$ cat src/rtl/si_channel_arbiter.sv
// si_channel_arbiter: packet-atomic round-robin merge of NUM_CHANNELS AXI-Stream
// tag streams into one. The output carries the source index (tid) and the
// rollover time (tuser), and is registered through a 2-entry skid buffer.
// Optional build macro SI_CHANNEL_ARBITER_STATS_EN adds per-channel packet
// counters and a grant-stall counter, read through stat_sel/stat_data.

`ifdef SI_CHANNEL_ARBITER_STATS_EN
// Wrapping 32-bit event counter, one per statistic.
module si_channel_arbiter_ctr (
  input  logic        clk,
  input  logic        rst,
  input  logic        inc,
  output logic [31:0] count
);
  // Count events; wraps naturally at 2^32.
  always_ff @(posedge clk or negedge rst)
    if (!rst)     count <= '0;
    else if (inc) count <= count + 32'd1;
endmodule
`endif

module si_channel_arbiter #(
  parameter int NUM_CHANNELS = 4,
  parameter int DATA_WIDTH   = 32,
  parameter int KEEP_WIDTH   = DATA_WIDTH/8,
  parameter int USER_WIDTH   = 32,
  parameter int ID_WIDTH     = (NUM_CHANNELS > 1) ? $clog2(NUM_CHANNELS) : 1
) (
  input  logic                               clk,
  input  logic                               rst,
  input  logic [NUM_CHANNELS-1:0]            enable_mask,
  input  logic [NUM_CHANNELS-1:0]            s_axis_tvalid,
  output logic [NUM_CHANNELS-1:0]            s_axis_tready,
  input  logic [NUM_CHANNELS*DATA_WIDTH-1:0] s_axis_tdata,
  input  logic [NUM_CHANNELS*KEEP_WIDTH-1:0] s_axis_tkeep,
  input  logic [NUM_CHANNELS-1:0]            s_axis_tlast,
  input  logic [NUM_CHANNELS*USER_WIDTH-1:0] s_axis_tuser,
  output logic                               m_axis_tvalid,
  input  logic                               m_axis_tready,
  output logic [DATA_WIDTH-1:0]              m_axis_tdata,
  output logic [KEEP_WIDTH-1:0]              m_axis_tkeep,
  output logic                               m_axis_tlast,
  output logic [USER_WIDTH-1:0]              m_axis_tuser,
  output logic [ID_WIDTH-1:0]                m_axis_tid,
  input  logic [ID_WIDTH:0]                  stat_sel,
  output logic [31:0]                        stat_data
);

  typedef enum logic {IDLE, BUSY} state_t;

  typedef struct packed {
    logic [DATA_WIDTH-1:0] data;
    logic [KEEP_WIDTH-1:0] keep;
    logic                  last;
    logic [USER_WIDTH-1:0] user;
    logic [ID_WIDTH-1:0]   id;
  } beat_t;

  logic [NUM_CHANNELS-1:0][DATA_WIDTH-1:0] s_data;
  logic [NUM_CHANNELS-1:0][KEEP_WIDTH-1:0] s_keep;
  logic [NUM_CHANNELS-1:0][USER_WIDTH-1:0] s_user;

  assign s_data = s_axis_tdata;
  assign s_keep = s_axis_tkeep;
  assign s_user = s_axis_tuser;

  state_t                state, state_nxt;
  logic [ID_WIDTH-1:0]   grant, ptr, pick, ptr_nxt;
  logic                  found, g_valid, push, pop, full;
  beat_t                 in_beat, head;
  beat_t                 mem [2];
  logic                  wr_ptr, rd_ptr;
  logic [1:0]            cnt;
  logic [2*NUM_CHANNELS-1:0] rot;

  // Rotate the candidate set so the search starts at ptr; lowest offset wins.
  always_comb begin
    int sum;
    sum   = 0;
    found = 1'b0;
    pick  = '0;
    rot   = {s_axis_tvalid & enable_mask, s_axis_tvalid & enable_mask} >> ptr;
    for (int k = NUM_CHANNELS-1; k >= 0; k--) begin
      if (rot[k]) begin
        found = 1'b1;
        sum   = int'(ptr) + k;
        if (sum >= NUM_CHANNELS) sum = sum - NUM_CHANNELS;
        pick  = ID_WIDTH'(sum);
      end
    end
  end

  // Mux the granted channel's beat onto the skid-buffer write port.
  always_comb begin
    in_beat = '0;
    g_valid = 1'b0;
    for (int i = 0; i < NUM_CHANNELS; i++) begin
      if (int'(grant) == i) begin
        g_valid      = s_axis_tvalid[i];
        in_beat.data = s_data[i];
        in_beat.keep = s_keep[i];
        in_beat.last = s_axis_tlast[i];
        in_beat.user = s_user[i];
      end
    end
    in_beat.id = grant;
  end

  assign full    = (cnt == 2'd2);
  assign push    = (state == BUSY) && g_valid && !full;
  assign pop     = m_axis_tvalid && m_axis_tready;
  assign ptr_nxt = (int'(grant) == NUM_CHANNELS-1) ? '0 : grant + ID_WIDTH'(1);

  // FSM state register plus the grant and round-robin pointer it owns.
  always_ff @(posedge clk or negedge rst) begin
    if (!rst) begin
      state <= IDLE;
      grant <= '0;
      ptr   <= '0;
    end else begin
      state <= state_nxt;
      if (state == IDLE && found) grant <= pick;
      if (push && in_beat.last)   ptr   <= ptr_nxt;
    end
  end

  // Next state: grant on any candidate, release only on the accepted tlast beat.
  always_comb begin
    state_nxt = state;
    case (state)
      IDLE: if (found)                 state_nxt = BUSY;
      BUSY: if (push && in_beat.last)  state_nxt = IDLE;
      default:                         state_nxt = IDLE;
    endcase
  end

  // Outputs: only the granted channel sees ready, and only while there is room.
  always_comb begin
    s_axis_tready = '0;
    for (int i = 0; i < NUM_CHANNELS; i++)
      s_axis_tready[i] = (state == BUSY) && (int'(grant) == i) && !full;
  end

  // Two-entry skid FIFO; ready never depends on m_axis_tready combinationally.
  always_ff @(posedge clk or negedge rst) begin
    if (!rst) begin
      mem[0] <= '0;
      mem[1] <= '0;
      wr_ptr <= 1'b0;
      rd_ptr <= 1'b0;
      cnt    <= 2'd0;
    end else begin
      if (push) begin
        mem[wr_ptr] <= in_beat;
        wr_ptr      <= !wr_ptr;
      end
      if (pop) rd_ptr <= !rd_ptr;
      if (push && !pop)      cnt <= cnt + 2'd1;
      else if (pop && !push) cnt <= cnt - 2'd1;
    end
  end

  assign head          = mem[rd_ptr];
  assign m_axis_tvalid = (cnt != 2'd0);
  assign m_axis_tdata  = head.data;
  assign m_axis_tkeep  = head.keep;
  assign m_axis_tlast  = head.last;
  assign m_axis_tuser  = head.user;
  assign m_axis_tid    = head.id;

`ifdef SI_CHANNEL_ARBITER_STATS_EN
  logic [NUM_CHANNELS-1:0][31:0] pkt_cnt;
  logic [31:0]                   stall_cnt, sel_val;
  logic                          stall_inc;

  genvar gi;
  generate
    for (gi = 0; gi < NUM_CHANNELS; gi++) begin : g_pkt
      si_channel_arbiter_ctr u_ctr (
        .clk   (clk),
        .rst   (rst),
        .inc   (pop && m_axis_tlast && (m_axis_tid == ID_WIDTH'(gi))),
        .count (pkt_cnt[gi])
      );
    end
  endgenerate

  assign stall_inc = (state == BUSY) && !g_valid;

  si_channel_arbiter_ctr u_stall_ctr (
    .clk   (clk),
    .rst   (rst),
    .inc   (stall_inc),
    .count (stall_cnt)
  );

  // Readback select: packet counters, then the stall counter, else zero.
  always_comb begin
    sel_val = '0;
    for (int i = 0; i < NUM_CHANNELS; i++)
      if (int'(stat_sel) == i) sel_val = pkt_cnt[i];
    if (int'(stat_sel) == NUM_CHANNELS) sel_val = stall_cnt;
  end

  // Registered readback, one cycle of latency.
  always_ff @(posedge clk or negedge rst)
    if (!rst) stat_data <= '0;
    else      stat_data <= sel_val;
`else
  logic unused_stat_sel;
  assign unused_stat_sel = ^stat_sel;
  assign stat_data       = '0;
`endif

endmodule
$ cat config.mk
export PLATFORM = sky130hd
export DESIGN_NAME = si_channel_arbiter
export DESIGN_NICKNAME = d
export VERILOG_FILES = /design/src/rtl/si_channel_arbiter.sv
export SDC_FILE = /design/constraint.sdc
export NUM_CORES = 1
export LEC_CHECK = 0
export ABC_AREA = 1
export CORE_MARGIN = 8
export CORE_UTILIZATION = 35
export CTS_BUF_LIST = sky130_fd_sc_hd__clkbuf_8 sky130_fd_sc_hd__clkbuf_16
export CTS_CLUSTER_SIZE = 12
export DETAILED_ROUTE_END_ITERATION = 7
export GPL_TIMING_DRIVEN = 0
export PLACE_DENSITY = 0.78
export SYNTH_ARGS = -nofsm -noshare
export SYNTH_HDL_FRONTEND = slang
export SYNTH_SLANG_ARGS = --single-unit
$ cat constraint.sdc
create_clock -name clk -period 2.7 [get_ports clk]
set_clock_uncertainty 0.05 [all_clocks]
set_input_delay 0.405 -clock clk [delete_from_list [all_inputs] [get_ports clk]]
set_output_delay 0.405 -clock clk [all_outputs]
set_load 0.01 [all_outputs]
==> impl_metrics.py <==
metrics = {
    "status": {
        "violations": "negative hold slack",
        "status": "finished with violations",
    },
    "routing": {
        "num_vias": 10600,
        "post_drt_wl_per_cell_um": 18.0,
        "drt_iter0_markers": 699,
        "drt_first_pass_iters": 5,
        "drt_wl_total_um": 38300,
        "drt-vias-per-instance": 4.99,
        "drc": 0,
        "ant_nets": 0,
    },
    "cts": {
        "clk_latency_ps": 420,
        "numCtsBuffers": 17,
        "cts_setup_buffers": 0,
        "clk_pin_slew_ps": 60,
        "cts_root_buf": "clkbuf_16",
        "tritoncts": "yes",
        "cts_hold_buf": 0,
        "cts.sinks": 151,
        "cts_buffer_depth": 2,
        "cts_max_level": 4,
    },
    "place": {
        "dpl_cell_area_um2": 13500,
        "routabilityCongestion": 0.905,
        "hpwl_um": 30000,
        "io_buffer_count": 362,
    },
    "grt": {
        "grt_pass1_wl_um": 56900,
        "overflow": 0,
        "grt_max_degree": 79,
        "grt_usage_pct": 23.0,
        "antenna_found_initial": 0,
        "first_global_vias": 10200,
    },
    "critical_path": {
        "crit_type": "flip-flop to output port",
        "cpMostUsedCell": "nand2_1",
        "max_stage_delay_ps": 560,
        "cp_max_fo": 10,
        "critPathCaptureType": "output port",
        "worstPathRequired_ps": 2250,
        "cp_slowest_cell": "clkdlybuf4s50_1",
        "cp_cell_sequence": "inv_4 > clkbuf_2 > nand2_1 > nand2_1 > clkdlybuf4s50_1",
        "start_kind": "flip-flop",
        "arrival_ps": 2180,
    },
    "die": {
        "die_w_um": 179,
        "die_h_um": 179,
        "initial_utilization_pct": 35.7,
        "die-area_um2": 32100,
        "num_rows": 59,
        "core_um2": 26100,
        "boundaryPins": 398,
    },
    "run": {
        "cap_violations": 0,
    },
    "synthesis": {
        "yosys.area_share.simple_pct": 28.7,
        "ys_seq_area_share_pct": 40.5,
        "ys_seq_elements": 151,
        "synth_area_leaders": "dfrtp_1 41%, nand2_1 27%, o21ai_1 7.1%",
        "synth_top_area_share_pct": 40.5,
        "post-synth-top-count-cell": "nand2_1",
        "postSynth.asyncResetShare_pct": 100,
        "synth_compound_gate_area_share_pct": 20.4,
        "synth_cells": 1374,
        "synth-xor-area-share_pct": 0.470,
        "synth_top_family_by_area": "simple AND/OR/NAND/NOR gates",
        "synthTopCellsByCount": "671 x nand2_1, 151 x dfrtp_1, 132 x o21ai_1, 131 x o21ai_0, 75 x a21oi_1",
        "synth-adder-area-share_pct": 0.671,
        "ys.flop_type": "dfrtp_1",
        "yosysUniqueCellTypes": 24,
        "synth_largest_area_cell": "dfrtp_1",
        "synth.avg_cell_area_um2": 6.78,
        "ys_warn_count": 0,
        "syn_area_um2": 9320,
        "synth_edf_count": 0,
        "synth.area.mux_share_pct": 0,
    },
    "final_layout": {
        "final_nets": 2079,
        "drive_gt1_share_pct": 7.91,
        "fin_util_pct": 54.3,
        "design_area_um2": 14200,
        "syn2layout_area_growth_pct": 52.4,
        "diodes": 0,
    },
    "sta": {
        "fmax_mhz": 379,
        "tns_ps": 0,
        "post-route-min-period_ps": 2640,
        "hold_slack_ps": -27.1,
        "fin_crit_sh_pct": 97.6,
        "setup_viol": 0,
        "tightest_slew_ps": 755,
        "slew_headroom_pct": 49.7,
        "slew_violations": 0,
        "hold_violations": 25,
    },
    "power": {
        "peakVddDrop_uv": 472,
        "p_per_area_nw_per_um2": 1170,
        "p_leak_nw": 6.53,
    },
    "min_path": {
        "holdCritPathClass": "input port to async pin",
    },
}
final timing paths:
| path | startpoint | to | slack, ps | cells past startpoint |
|---|---|---|---|---|
| min reg2reg | mem[133] | mem[133] | 430 | 2 |
| min in group clk | mem[133] | mem[133] | 430 | 2 |
| max | rd_ptr | m_axis_tdata[21] | 60 | 5 |
| min | rst | mem[25] | -30 | 1 |
| max in group asynchronous | rst | mem[63] | 1800 | 2 |
| max reg2reg | grant[1] | mem[111] | 200 | 11 |
cells in the final DEF (no fill, tap or decap), types with 22 or more instances in the layout:
master / instances
a21oi_1: 75
buf_4: 35
clkbuf_1: 43
clkdlybuf4s50_1: 359
conb_1: 32
dfrtp_1: 150
nand2_1: 671
o21ai_0: 131
o21ai_1: 132
o21ai_2: 22
sequential cells by signal (all words and copies together), names as in the netlist:
register / count
mem: 142
rd_ptr: 1
state: 1
wr_ptr: 1
ptr: 2
grant: 2
cnt: 2
kinds of logic after synthesis:
family	Yosys count
AOI/OAI and AO/OA	361
xor gates and xnor gates	5
adders and majority gates	5
buffers and inverters	150
DFF	151
other	1
and+or+nand+nor	701
repair_timing:
item,4_1_cts,5_1_grt
endpoints found under the setup margin,131,41
endpoints found under the hold margin,0,0
gates resized for setup,29,16
cell type report:
| type | instances | area, um2 |
|---|---|---|
| fillers | 2540 | 11900 |
| multi-input cells | 1104 | 4800 |
| flip-flops and latches | 151 | 3780 |
| repair buffers | 363 | 3650 |
| plain buffers | 129 | 833 |
| clock buffers | 17 | 425 |
| well taps | 335 | 419 |
| clock inverters | 13 | 205 |
| inverters | 18 | 82.6 |
per-stage QoR:
step / power (mW) / setup slack [ps] / std cells / hold slack [ps]
2_1_floorplan: 9.72 / 587 / 1405 / 59.4
3_3_place_gp: 13.8 / -4790 / 2102 / 414
3_5_place_dp: 14.0 / -204 / 2103 / 417
4_1_cts: 16.7 / 0.562 / 2130 / 2.95
5_1_grt: 18.0 / -13.4 / 2130 / 39.2
6_report: 16.6 / 64.1 / 2130 / -27.1
routing by layer:
layer | GRT usage (%) | up-vias | routed length, um
met1 | 28.5 | 4990 | 15900
met5 | 0 | - | 0
met2 | 38.6 | 406 | 18500
li1 | - | 5192 | -
met3 | 5.24 | 45 | 2950
met4 | 7.95 | 0 | 903
critical path: cells and delay by family (launching register included):
family	cells	cell delay [ps]
buffers and inverters	3	1040
DFF	1	530
and+or+nand+nor	2	190
power by group:
part / total [mW] / internal, mW / switching [mW]
logic: 10.3 / 3.96 / 6.32
registers: 3.76 / 3.24 / 0.522
clock network: 2.57 / 1.63 / 0.944
No activity file was read; power rests on OpenSTA's default activity.
